$ cat src/rtl/serial_adder.sv
// Bit-serial adder: one full-adder slice (two half adders plus an OR) processes
// one operand bit pair per cycle, LSB first. Optional carry-in via SERIAL_ADDER_CIN_EN.

module half_adder (
    input  logic a,
    input  logic b,
    output logic s,
    output logic c
);
    assign s = a ^ b;
    assign c = a & b;
endmodule

module serial_adder #(
    parameter int WIDTH = 8
) (
    input  logic             clk,
    input  logic             rst,
    input  logic             start,
    input  logic [WIDTH-1:0] A,
    input  logic [WIDTH-1:0] B,
`ifdef SERIAL_ADDER_CIN_EN
    input  logic             Cin,
`endif
    output logic             busy,
    output logic             done,
    output logic [WIDTH-1:0] Sum,
    output logic             Carry
);
    // Counter must stay at least one bit wide even when WIDTH=1.
    localparam int CW = (WIDTH > 1) ? $clog2(WIDTH) : 1;

    typedef enum logic {IDLE, ADD} state_t;

    state_t           state;
    logic [WIDTH-1:0] a_q;
    logic [WIDTH-1:0] b_q;
    logic [WIDTH-1:0] res_q;
    logic [CW-1:0]    cnt;
    logic             carry_q;

    logic             p, g, s, pc, c_next;
    logic [WIDTH-1:0] res_next;
    logic             cin_init;

`ifdef SERIAL_ADDER_CIN_EN
    assign cin_init = Cin;
`else
    assign cin_init = 1'b0;
`endif

    half_adder u_ha0 (.a(a_q[0]), .b(b_q[0]), .s(p), .c(g));
    half_adder u_ha1 (.a(p),      .b(carry_q), .s(s), .c(pc));
    assign c_next = g | pc;

    // The new sum bit enters at the MSB; the concatenation form also covers WIDTH=1.
    assign res_next = WIDTH'({s, res_q} >> 1);

    // NOTE: all state uses non-blocking assignments so every register samples
    // pre-edge values; blocking here would let the slice see half-updated operands.
    always_ff @(posedge clk) begin
        if (rst) begin
            state   <= IDLE;
            busy    <= 1'b0;
            done    <= 1'b0;
            Sum     <= '0;
            Carry   <= 1'b0;
            a_q     <= '0;
            b_q     <= '0;
            res_q   <= '0;
            cnt     <= '0;
            carry_q <= 1'b0;
        end else begin
            done <= 1'b0;
            case (state)
                IDLE: begin
                    if (start) begin
                        a_q     <= A;
                        b_q     <= B;
                        res_q   <= '0;
                        carry_q <= cin_init;
                        cnt     <= CW'(WIDTH - 1);
                        busy    <= 1'b1;
                        state   <= ADD;
                    end
                end
                ADD: begin
                    res_q   <= res_next;
                    carry_q <= c_next;
                    a_q     <= a_q >> 1;
                    b_q     <= b_q >> 1;
                    cnt     <= cnt - 1'b1;
                    if (cnt == '0) begin
                        Sum   <= res_next;
                        Carry <= c_next;
                        done  <= 1'b1;
                        busy  <= 1'b0;
                        state <= IDLE;
                    end
                end
                default: state <= IDLE;
            endcase
        end
    end
endmodule
$ cat config.mk
export PLATFORM = sky130hd
export DESIGN_NAME = serial_adder
export DESIGN_NICKNAME = d
export VERILOG_FILES = /design/src/rtl/serial_adder.sv
export SDC_FILE = /design/constraint.sdc
export NUM_CORES = 1
export LEC_CHECK = 0
export CAP_MARGIN = 20
export CORE_ASPECT_RATIO = 1.5
export CORE_MARGIN = 3
export CORE_UTILIZATION = 50
export DETAILED_ROUTE_END_ITERATION = 10
export PLACE_DENSITY_LB_ADDON = 0.15
export SKIP_CTS_REPAIR_TIMING = 1
export SLEW_MARGIN = 20
export SYNTH_ARGS = -nofsm -noshare
export SYNTH_HDL_FRONTEND = slang
export SYNTH_SLANG_ARGS = --single-unit
$ cat constraint.sdc
create_clock -name clk -period 3.1 [get_ports clk]
set_input_delay 0.62 -clock clk [delete_from_list [all_inputs] [get_ports clk]]
set_output_delay 0.62 -clock clk [all_outputs]
set_load 0.05 [all_outputs]
## Yosys cells after proc, flatten, opt, wreduce, memory -nomap -nowiden

Cells that the tools add are included.

| storage, ports and cells | value |
|---|---|
| register bits after elaboration | 40 |
| input bits | 19 |
| output and inout port bits | 11 |
| logic and storage cells | 40 |

| operators by class | value |
|---|---|
| add/sub/neg operators | 1 |
| equal/unequal tests | 2 |
| mux-type cells | 17 |
| bitwise logic cells | 6 |
| reduce and logical (&&, ||, !) cells | 4 |

Operators by type and width:

| operator | number |
|---|---|
| 8-bit one-hot mux with 2 select lines | 3 |
| 8-bit 2-to-1 mux | 3 |
| 1-bit 2-to-1 mux | 6 |
| 1-bit one-hot mux with 2 select lines | 3 |
| 3-bit one-hot mux with 2 select lines | 1 |
| 2-bit AND reduction | 2 |
| 3-bit logical NOT | 1 |
| 3-bit 2-to-1 mux | 1 |
| 3-bit by 1-bit subtractor with 3-bit output (second input constant) | 1 |
| 1-bit bitwise AND | 2 |
| 2-bit by 1-bit inequality test with 1-bit output (second input constant) | 1 |
| 2-bit inequality test (second input constant) | 1 |
| 2-bit OR reduction | 1 |
| 1-bit bitwise XOR | 2 |
| 1-bit NOT | 1 |
| 1-bit bitwise OR | 1 |

## Logic depth before layout (Yosys ltp)

Gate-level depths: netlist of the first run.

| depth | value |
|---|---|
| depth after elaboration | 4 |
| mapped depth | 6 |
| gate-level depth less buffers | 4 |

## Cells and area by module

Synthesis of the first run repeated with hierarchy kept, for this count alone.

| second synthesis, totals | value |
|---|---|
| cell total of the unflattened synthesis | 163 |
| area total of the unflattened synthesis | 1665.3 µm² |

Modules (own cells, without submodules):

| module | instances | cells an instance | area each (µm²) | seq. area each (µm²) |
|---|---|---|---|---|
| serial_adder | 1 | 161 | 1640.3 | 780.7 |
| half_adder | 2 | 1 | 12.5 | 0.0 |

## Worst setup path before layout of the first run

OpenSTA, ideal clock, no wires.

| timing path | value |
|---|---|
| path kind | input-to-reg |
| start | input start |
| end | register cnt[2] |
| setup time | 0.115 ns |
| arrival time | 1.273 ns |
| required time | 2.985 ns |
| setup slack | 1.713 ns |
| stages | 4 |
| buffers on the path | 2 |
| cell sequence | buf_6 > buf_8 > mux2_2 > o21a_1 |

| between the ends | value |
|---|---|
| cells in the longest elaborated chain, start to end | 1 |

Ends and longest elaborated chain:

| what | RTL line | source |
|---|---|---|
| start, declared | 19 | `input logic start,` |
| 2-bit inequality test (no line) | - |  |
| end signal, assigned | 82 | `cnt <= CW'(WIDTH - 1);` |
| end signal, assigned | 92 | `cnt <= cnt - 1'b1;` |
| end, declared | 39 | `logic [CW-1:0] cnt;` |

Every way passes these cells.
A chain may end at the register's enable or synchronous reset.

## Final worst setup path of the first run

| timing path | value |
|---|---|
| start | register busy |
| end | output busy |

RTL lines:

| what | RTL line | source |
|---|---|---|
| start, declared | 25 | `output logic busy,` |
| start signal, assigned | 64 | `busy <= 1'b0;` |
| start signal, assigned | 83 | `busy <= 1'b1;` |
| start signal, assigned | 97 | `busy <= 1'b0;` |

No word-level cell between the ends.

==> results of run 1 <==
==> metrics by stage <==
stage          hold WS, ns  cell area [sq um]  setup WS, ns
2_1_floorplan       0.4427               1774         1.713
3_3_place_gp        0.4575               2032         1.223
3_5_place_dp        0.4603               2032         1.132
4_1_cts             0.4764               2113         1.036
5_1_grt             0.4886               2113        0.9962
6_report            0.4719               2113         1.055
==> worst min-delay path, stage by stage, from the launching register on <==
cell      delay [ns]
dfxtp_1         0.31
nand2b_1        0.06
mux2i_1         0.06
==> routing by layer <==
layer  vias to the layer above  global-route usage, %  part of all wire [%]
met5                         -                      0                     0
met4                         0                  6.733                   1.6
met3                         5                  5.066                   4.5
met2                        25                  28.55                    53
met1                       576                  19.08                    41
li1                        632                      -                     -
==> final cells by class <==
type                       instances  area (sq um)
clock inverter                     1         5.005
sequential                        39         780.7
multi-input combinational        112         873.3
inverter                           4         15.01
tap                               40         50.05
clock buffer                       7         76.32
fill                             295          1171
timing repair buffer              32         312.8
==> state kept, by name, summed over array words and instances, names as in the netlist <==
register,flops
state,1
carry_q,1
a_q,8
done,1
Carry,1
Sum,8
busy,1
res_q,7
b_q,8
cnt,3
==> logic make-up (layout without fill, tap and decap cells) <==
kind of cell    after synthesis  count (layout)  synth area share [%]
fa+ha+maj                     3               3                 2.539
buf+inv                      19              44                 6.769
flops                        39              39                 44.01
compound gates               28              28                 12.69
mux                          26              26                 14.74
simple gates                 55              55                 19.25
==> power groups by stage <==
stage | sequential [mW] | clock [mW] | combinational (mW)
floorplan | 0.565 | 0 | 0.105
global placement | 0.556 | 0 | 0.147
detailed placement | 0.558 | 0 | 0.156
CTS | 0.547 | 0.333 | 0.156
global route | 0.550 | 0.358 | 0.169
finish | 0.547 | 0.320 | 0.154
==> synthesized netlist by cell type, drive strengths merged, types with 4 or more instances <==
library cell,n,share of area (%)
nor3,4,1.1
dfxtp,39,44
buf,11,5.1
nand2b,19,6.7
a21oi,8,3.9
or3b,8,3.9
inv,4,0.85
nor2b,15,5.3
nand2,8,1.7
clkbuf,4,0.85
mux2i,25,14
a211oi,17,7.5
==> final timing paths <==
check	startpoint	endpoint	depth (start not counted)
worst max-delay path	busy	busy	1
worst min-delay path	Sum[5]	Sum[5]	2
worst max register to register	cnt[0]	busy	4
worst min register to register	Sum[5]	Sum[5]	2
==> placed cells by master, fill, tap and decap left out, types with 2 or more instances in the layout <==
cell type | Yosys | routed
dfxtp_1 | 39 | 39
clkdlybuf4s50_1 | 0 | 29
mux2i_1 | 25 | 25
nand2b_1 | 19 | 19
a211oi_1 | 16 | 16
nor2b_1 | 15 | 15
nand2_1 | 8 | 8
or3b_1 | 8 | 8
a21oi_2 | 8 | 8
clkbuf_8 | 0 | 5
inv_1 | 4 | 4
nor3_1 | 4 | 4
buf_4 | 0 | 3
ha_1 | 2 | 2
clkbuf_1 | 4 | 2
==> impl_metrics.toml, run 1 <==
[setup_path]
path_buf_inv = 1
start_kind = "flop"
critPathCaptureType = "primary output"
critPathTopFamily = "buffers and inverters"
criticalPathCategory = "flop to primary output"
cp_slowest_cell = "clkdlybuf4s50_1"
arrival_ns = 1.42
slowest_delay_ns = 0.80
reg2reg_slack_ns = 1.57
critPathMaxFanout = 2
crit_chain = "clkdlybuf4s50_1"
required_ns = 2.48

[floorplanning]
fp.dieH_microns = 78.96
ios = 30
core-area_sq_um = 3284
rows = 25
start_util_pct = 54.02
fp.dieW_microns = 54.64
die-area_sq_um = 4314

[drt]
drtAntennaViolNets = 0
detail_route.vias_per_cell = 5.268
wire_per_inst_microns = 13.57
wirelength_microns = 3189
routed-via-count = 1238
drtPass1Iterations = 4
first_iter_violations = 23
drc = 0

[clock_network]
clock-sinks = 39
cts_max_level = 2
clkLatencyLatePin_ns = 0.29
numCtsBuffers = 5
path_clk_slew_ns = 0.07
cts_tree = "yes"
root_buffer = "clkbuf_8"
cts_buffer_depth = 2

[placed_design]
hpwl_microns = 2163
gp_congestion = 0.6921
io_buffers = 29
dp_cells = 227

[timing]
hold_viol_final = 0
fin_crit_ns = 2.045
finClkSkew_ns = 0.007833
period_share_pct = 65.95
rsz0062_at_grt = "false"
max_slew_margin_pct = 54.57
setup_viol = 0
fin_tns_setup_ns = 0
fmax_mhz = 489.1
worstMarginPinSlew_ns = 0.6815
final_max_slew_viol_count = 0

[finish]
stdcell_count = 235
layout-drive-gt1-share_pct = 9.744
n_antenna_cell = 0
nets = 216
areaGrowthSynthToFinish_pct = 19.11
final_util_pct = 64.34

[power]
power_density_nw_per_um2 = 483.0
power.internal_mw = 0.7635
p_sw_mw = 0.2572
ir_worst_vdd_mv = 0.4673
switching_share_pct = 25.20
combPwrFrac_pct = 15.1
fin_total_pwr_mw = 1.021
p_leak_nw = 0.7657
pwr-share-seq_pct = 53.5
power_frac_clock_pct = 31.4

[global_route]
grt_max_degree = 50
grt_antenna_before_repair = 0
overflow = 0
grt_pass1_wl_microns = 5402
grt_util_all_layers_pct = 16.96
grt_pass1_vias = 1225

[synth]
syn_inst = 170
synth-seq-cells = 39
syn-cell-area_sq_um = 1774
yosysWarnings = 0
synth_ff_type = "dfxtp_1"
syn_nets = 192
ys_types = 22
synth_edf_count = 0
async_reset_ff_share_pct = 0
avgSynthCellArea_sq_um = 10.44
synth_seq_area_share_pct = 44.01

[status]
status = "finished clean"

[min_path]
hp-class = "flop to flop"

[run]
drv_cap = 0
(Power assumes the default switching activity.)
==> run 2, diff against run 1 <==
--- a/config.mk
+++ b/config.mk
@@ -8,7 +8,7 @@
 export CAP_MARGIN = 20
 export CORE_ASPECT_RATIO = 1.5
 export CORE_MARGIN = 3
-export CORE_UTILIZATION = 50
+export CORE_UTILIZATION = 47
 export DETAILED_ROUTE_END_ITERATION = 10
 export PLACE_DENSITY_LB_ADDON = 0.15
 export SKIP_CTS_REPAIR_TIMING = 1
==> constraint.sdc (replaced) <==
create_clock -name clk -period 1.7 [get_ports clk]
set_input_delay 0.34 -clock clk [delete_from_list [all_inputs] [get_ports clk]]
set_output_delay 0.34 -clock clk [all_outputs]
set_load 0.05 [all_outputs]
==> impl_metrics.toml, run 2 (synthesized netlist as in run 1, its figures left out) <==
[global_route]
grt_pass1_vias = 1196
grt_pass1_wl_microns = 5216
overflow = 0
use_met2_pct = 25.18
grt_max_degree = 50
grt_util_all_layers_pct = 14.72
use_met1_pct = 15.95
grt.busiest_layer = "met2"
grt_use_met3_pct = 5.564
grt_antenna_before_repair = 0

[finish]
layout_commonest_cell = "dfxtp_1"
layout-drive-gt1-share_pct = 16.41
nets = 216
reg_top3 = "Sum x8, a_q x8, b_q x8"
n_antenna_cell = 0
areaGrowthSynthToFinish_pct = 21.16
layout_common_cells = "dfxtp_1, mux2i_1, nand2b_1, clkdlybuf4s50_1, a211oi_1"

[setup_path]
crit_chain = "inv_1 -> ha_1 -> and3b_1 -> mux2i_1"
rr_worst_depth = 4
slowest_delay_ns = 0.59
required_ns = 1.91
cp_slowest_cell = "and3b_1"
arrival_ns = 1.70
critPathCaptureType = "flop"
start_kind = "flop"
critPathMaxFanout = 12
criticalPathCategory = "flop to flop"

[clock_network]
cts_buffer_depth = 2
clock-sinks = 39
cts_tree = "yes"
clkLatencyLatePin_ns = 0.29
path_clk_slew_ns = 0.07
root_buffer = "clkbuf_8"
cts_max_level = 2
numCtsBuffers = 5

[power]
power.internal_mw = 1.583
power_frac_clock_pct = 38.0
switching_share_pct = 23.25
p_leak_nw = 0.8158
ir_worst_vdd_mv = 0.6631
power_density_nw_per_um2 = 959.4
combPwrFrac_pct = 13.7
pwr-share-seq_pct = 48.3
p_sw_mw = 0.4794

[timing]
rsz0062_at_grt = "false"
fin_tns_setup_ns = 0
final_max_slew_viol_count = 0
setup_viol = 0
fmax_mhz = 671.5
max_slew_margin_pct = 56.19
setup_ws_ns = 0.2107
worstMarginPinSlew_ns = 0.6572
period_share_pct = 87.61
fin_crit_ns = 1.489
finClkSkew_ns = 0.006707
hold_viol_final = 0

[min_path]
holdPathStages = 2
hp-class = "flop to flop"

[status]
status = "finished clean"

[drt]
routed-via-count = 1219
drtPass1Iterations = 3
drc = 0
wirelength_microns = 3053
first_iter_violations = 32
detail_route.vias_per_cell = 5.143
drtAntennaViolNets = 0
wire_per_inst_microns = 12.88

[placed_design]
hpwl_microns = 2018
io_buffers = 29
gp_congestion = 0.6934
pre_cts_slack_ns = 0.1239

[floorplanning]
rows = 26
fp.dieH_microns = 81.25
ios = 30
core-area_sq_um = 3513
die-area_sq_um = 4563
start_util_pct = 50.50
fp.dieW_microns = 56.17

[run]
drv_cap = 0
[run 2: cell count changes in the layout (fill, tap and decap cells not counted)]
cell	delta
clkbuf_1	-2
buf_4	+9
clkbuf_8	+1
buf_12	+2
bufinv_16	+1
clkdlybuf4s50_1	-11
[run 2: layer usage]
layer / vias up / part of all wire [%]
li1: 635 / -
met1: 554 / 43
met2: 24 / 50
met3: 6 / 5.1
met4: 0 / 2.2
met5: - / 0
[run 2: cell type report]
| type | count | area (sq um) |
|---|---|---|
| clock buffers | 6 | 82.58 |
| clock inverters | 2 | 35.03 |
| fillers | 309 | 1364 |
| inverters | 4 | 15.01 |
| multi-input cells | 112 | 873.3 |
| flip-flops and latches | 39 | 780.7 |
| well taps | 42 | 52.55 |
| repair buffers | 32 | 310.3 |
[run 2: worst paths after layout]
path,start,to,slack (ns)
worst max-delay path,cnt[0],Sum[1],0.21
worst min-delay path,res_q[1],Sum[0],0.47
worst max register to register,cnt[0],Sum[1],0.21
worst min register to register,res_q[1],Sum[0],0.47
[run 2: critical path: cells and delay by family (launching register included)]
family                   cells  cell delay [ns]
AND/OR/NAND/NOR              1             0.59
flip-flops                   1             0.34
multiplexers                 1             0.25
adder cells (fa/ha/maj)      1             0.15
buffers and inverters        1             0.08
[run 2: power groups by stage]
stage	combinational (mW)	clock [mW]	sequential (mW)
global placement	0.276	0	1.02
detailed placement	0.284	0	1.02
global route	0.310	0.851	1.00
floorplan	0.192	0	1.03
CTS	0.287	0.809	0.996
finish	0.283	0.784	0.996
[run 2: metrics by stage]
step | area (sq um) | util, % | total power [mW] | std cells | hold slack [ns]
floorplan | 1774 | - | 1.222 | 170 | 0.4427
global placement | 2032 | 57.83 | 1.291 | 229 | 0.4576
detailed placement | 2032 | 57.83 | 1.301 | 229 | 0.4626
CTS | 2150 | 61.18 | 2.091 | 237 | 0.4786
global route | 2150 | 61.18 | 2.163 | 237 | 0.5021
finish | 2150 | 61.18 | 2.062 | 237 | 0.4731
==> run 3, diff against run 2 <==
--- a/config.mk
+++ b/config.mk
@@ -8,11 +8,12 @@
 export CAP_MARGIN = 20
 export CORE_ASPECT_RATIO = 1.5
 export CORE_MARGIN = 3
-export CORE_UTILIZATION = 47
+export CORE_UTILIZATION = 46
 export DETAILED_ROUTE_END_ITERATION = 10
 export PLACE_DENSITY_LB_ADDON = 0.15
 export SKIP_CTS_REPAIR_TIMING = 1
 export SLEW_MARGIN = 20
 export SYNTH_ARGS = -nofsm -noshare
 export SYNTH_HDL_FRONTEND = slang
+export SYNTH_HIERARCHICAL = 1
 export SYNTH_SLANG_ARGS = --single-unit
==> impl_metrics.toml, run 3 <==
[global_route]
grt_max_degree = 39
grt_pass1_vias = 1184
overflow = 0
grt_pass1_wl_microns = 5078
grt_util_all_layers_pct = 15.78
grt_antenna_before_repair = 0

[setup_path]
startpoint = "state"
rr_worst_depth = 3
endpoint = "a_q[4]"
criticalPathCategory = "flop to flop"
arrival_ns = 1.65
start_kind = "flop"
timing.rr.end = "a_q[4]"
critPathCaptureType = "flop"
reg2reg_slack_ns = 0.24
required_ns = 1.90
critPathMaxFanout = 16
regToRegStartpoint = "state"

[timing]
fin_tns_setup_ns = 0
rsz0062_at_grt = "false"
worstMarginPinSlew_ns = 0.4421
final_max_slew_viol_count = 0
fin_crit_ns = 1.458
period_share_pct = 85.75
fmax_mhz = 686.0
setup_viol = 0
max_slew_margin_pct = 70.49
finClkSkew_ns = 0.004012
hold_viol_final = 0

[power]
ir_worst_vdd_mv = 0.6831
p_sw_mw = 0.4776
combPwrFrac_pct = 13.7
power_density_nw_per_um2 = 944.8
switching_share_pct = 24.49
pwr-share-seq_pct = 51.4
p_leak_nw = 0.8125
power_frac_clock_pct = 35.0
power.internal_mw = 1.473

[synth]
async_reset_ff_share_pct = 0
syn-cell-area_sq_um = 1665
syn_nets = 186
synth_area_leader_cell = "dfxtp_1"
ys_types = 25
syn_inst = 163
synth_ff_type = "dfxtp_1"
yosysWarnings = 6
ys_top_cells_by_area = "dfxtp_1, mux2i_1, a211oi_1, nor2b_1, o2bb2ai_1"
yosysMostFrequentCell = "dfxtp_1"
synth_seq_area_share_pct = 46.88
synth-seq-cells = 39
synth_edf_count = 0
yosysTopAreaCellShare_pct = 46.88
netlist_top_cells_count = "dfxtp_1, a211oi_1, mux2i_1"
avgSynthCellArea_sq_um = 10.22

[finish]
layout_commonest_cell = "dfxtp_1"
n_antenna_cell = 0
reg_top3 = "Sum x8, a_q x8, b_q x8"
layout_common_cells = "dfxtp_1, clkdlybuf4s50_1, a211oi_1, mux2i_1"
nets = 213
areaGrowthSynthToFinish_pct = 23.97
layout-drive-gt1-share_pct = 13.61
fillers = 325
final_area_sq_um = 2064

[floorplanning]
start_util_pct = 48.29
ios = 30
rows = 26
core-area_sq_um = 3448
die-area_sq_um = 4393
fp.dieH_microns = 79.69
fp.dieW_microns = 55.13

[drt]
wire_per_inst_microns = 12.84
drtPass1Iterations = 2
detail_route.vias_per_cell = 5.292
wirelength_microns = 2992
routed-via-count = 1233
drc = 0
drtAntennaViolNets = 0
first_iter_violations = 18

[clock_network]
path_clk_slew_ns = 0.07
cts_buffer_depth = 2
clkLatencyLatePin_ns = 0.29
cts_max_level = 2
cts_tree = "yes"
root_buffer = "clkbuf_8"
numCtsBuffers = 5
clock-sinks = 39

[placed_design]
place_area_sq_um = 1961
gp_congestion = 0.6700
hpwl_microns = 2037
io_buffers = 29

[min_path]
holdPathStages = 2
hp-class = "flop to flop"

[status]
status = "finished clean"

[run]
drv_cap = 0
-- run 3: final cells by class --
type / count / area (sq um) / share of cell area [%]
clock buffers: 7 / 96.34 / 4.667
clock inverters: 1 / 7.507 / 0.3636
inverters: 4 / 15.01 / 0.7273
multi-input cells: 106 / 787.0 / 38.12
flip-flops and latches: 39 / 780.7 / 37.82
well taps: 42 / 52.55 / 2.545
repair buffers: 34 / 325.3 / 15.76
-- run 3: per-layer routing --
layer  GRT usage [%]  share of wire, %  up-vias
li1                -                 -      631
met4           7.056               1.9        0
met2           26.18                52       24
met5               0                 0        -
met3           5.981               5.5        6
met1           17.06                40      572
-- run 3: worst min-delay path by stage --
| stage | start | to | slack [ns] |
|---|---|---|---|
| floorplan | res_q[1] | Sum[0] | 0.42 |
| global placement | res_q[1] | Sum[0] | 0.44 |
| detailed placement | res_q[3] | res_q[2] | 0.46 |
| CTS | res_q[3] | res_q[2] | 0.47 |
| global route | res_q[3] | res_q[2] | 0.49 |
| finish | busy | busy | 0.47 |
-- run 3: power groups by stage --
stage | logic [mW] | clock network (mW) | registers [mW]
final | 0.266 | 0.682 | 1.00
after global routing | 0.296 | 0.752 | 1.01
after CTS | 0.271 | 0.714 | 1.00
after detailed placement | 0.266 | 0 | 1.02
after global placement | 0.260 | 0 | 1.02
after floorplan | 0.173 | 0 | 1.03
-- run 3: cell families after synthesis --
family                     after synthesis  share of synthesized area, %
and+or+nand+nor                         48                         18.03
DFF                                     39                         46.88
AOI/OAI and AO/OA                       37                         15.93
buffers and inverters                   18                         5.859
muxes                                   17                         10.29
adders and majority gates                4                         3.005
-- run 3: critical path: stages (launching register included) --
cell	delay (ns)
dfxtp_1	0.60
buf_4	0.26
inv_1	0.22
a211oi_1	0.29
-- run 3: metrics by stage --
step                hold WS, ns  power, mW  std cells  util [%]  setup WS (ns)
finish                   0.4689      1.951        233     59.87         0.2422
global route             0.4925      2.058        233     59.87         0.1192
CTS                      0.4735      1.987        233     59.87         0.2329
detailed placement       0.4591      1.290        225     56.86         0.1072
global placement         0.4383      1.280        225     56.86         0.1716
floorplan                0.4233      1.201        163         -         0.4285
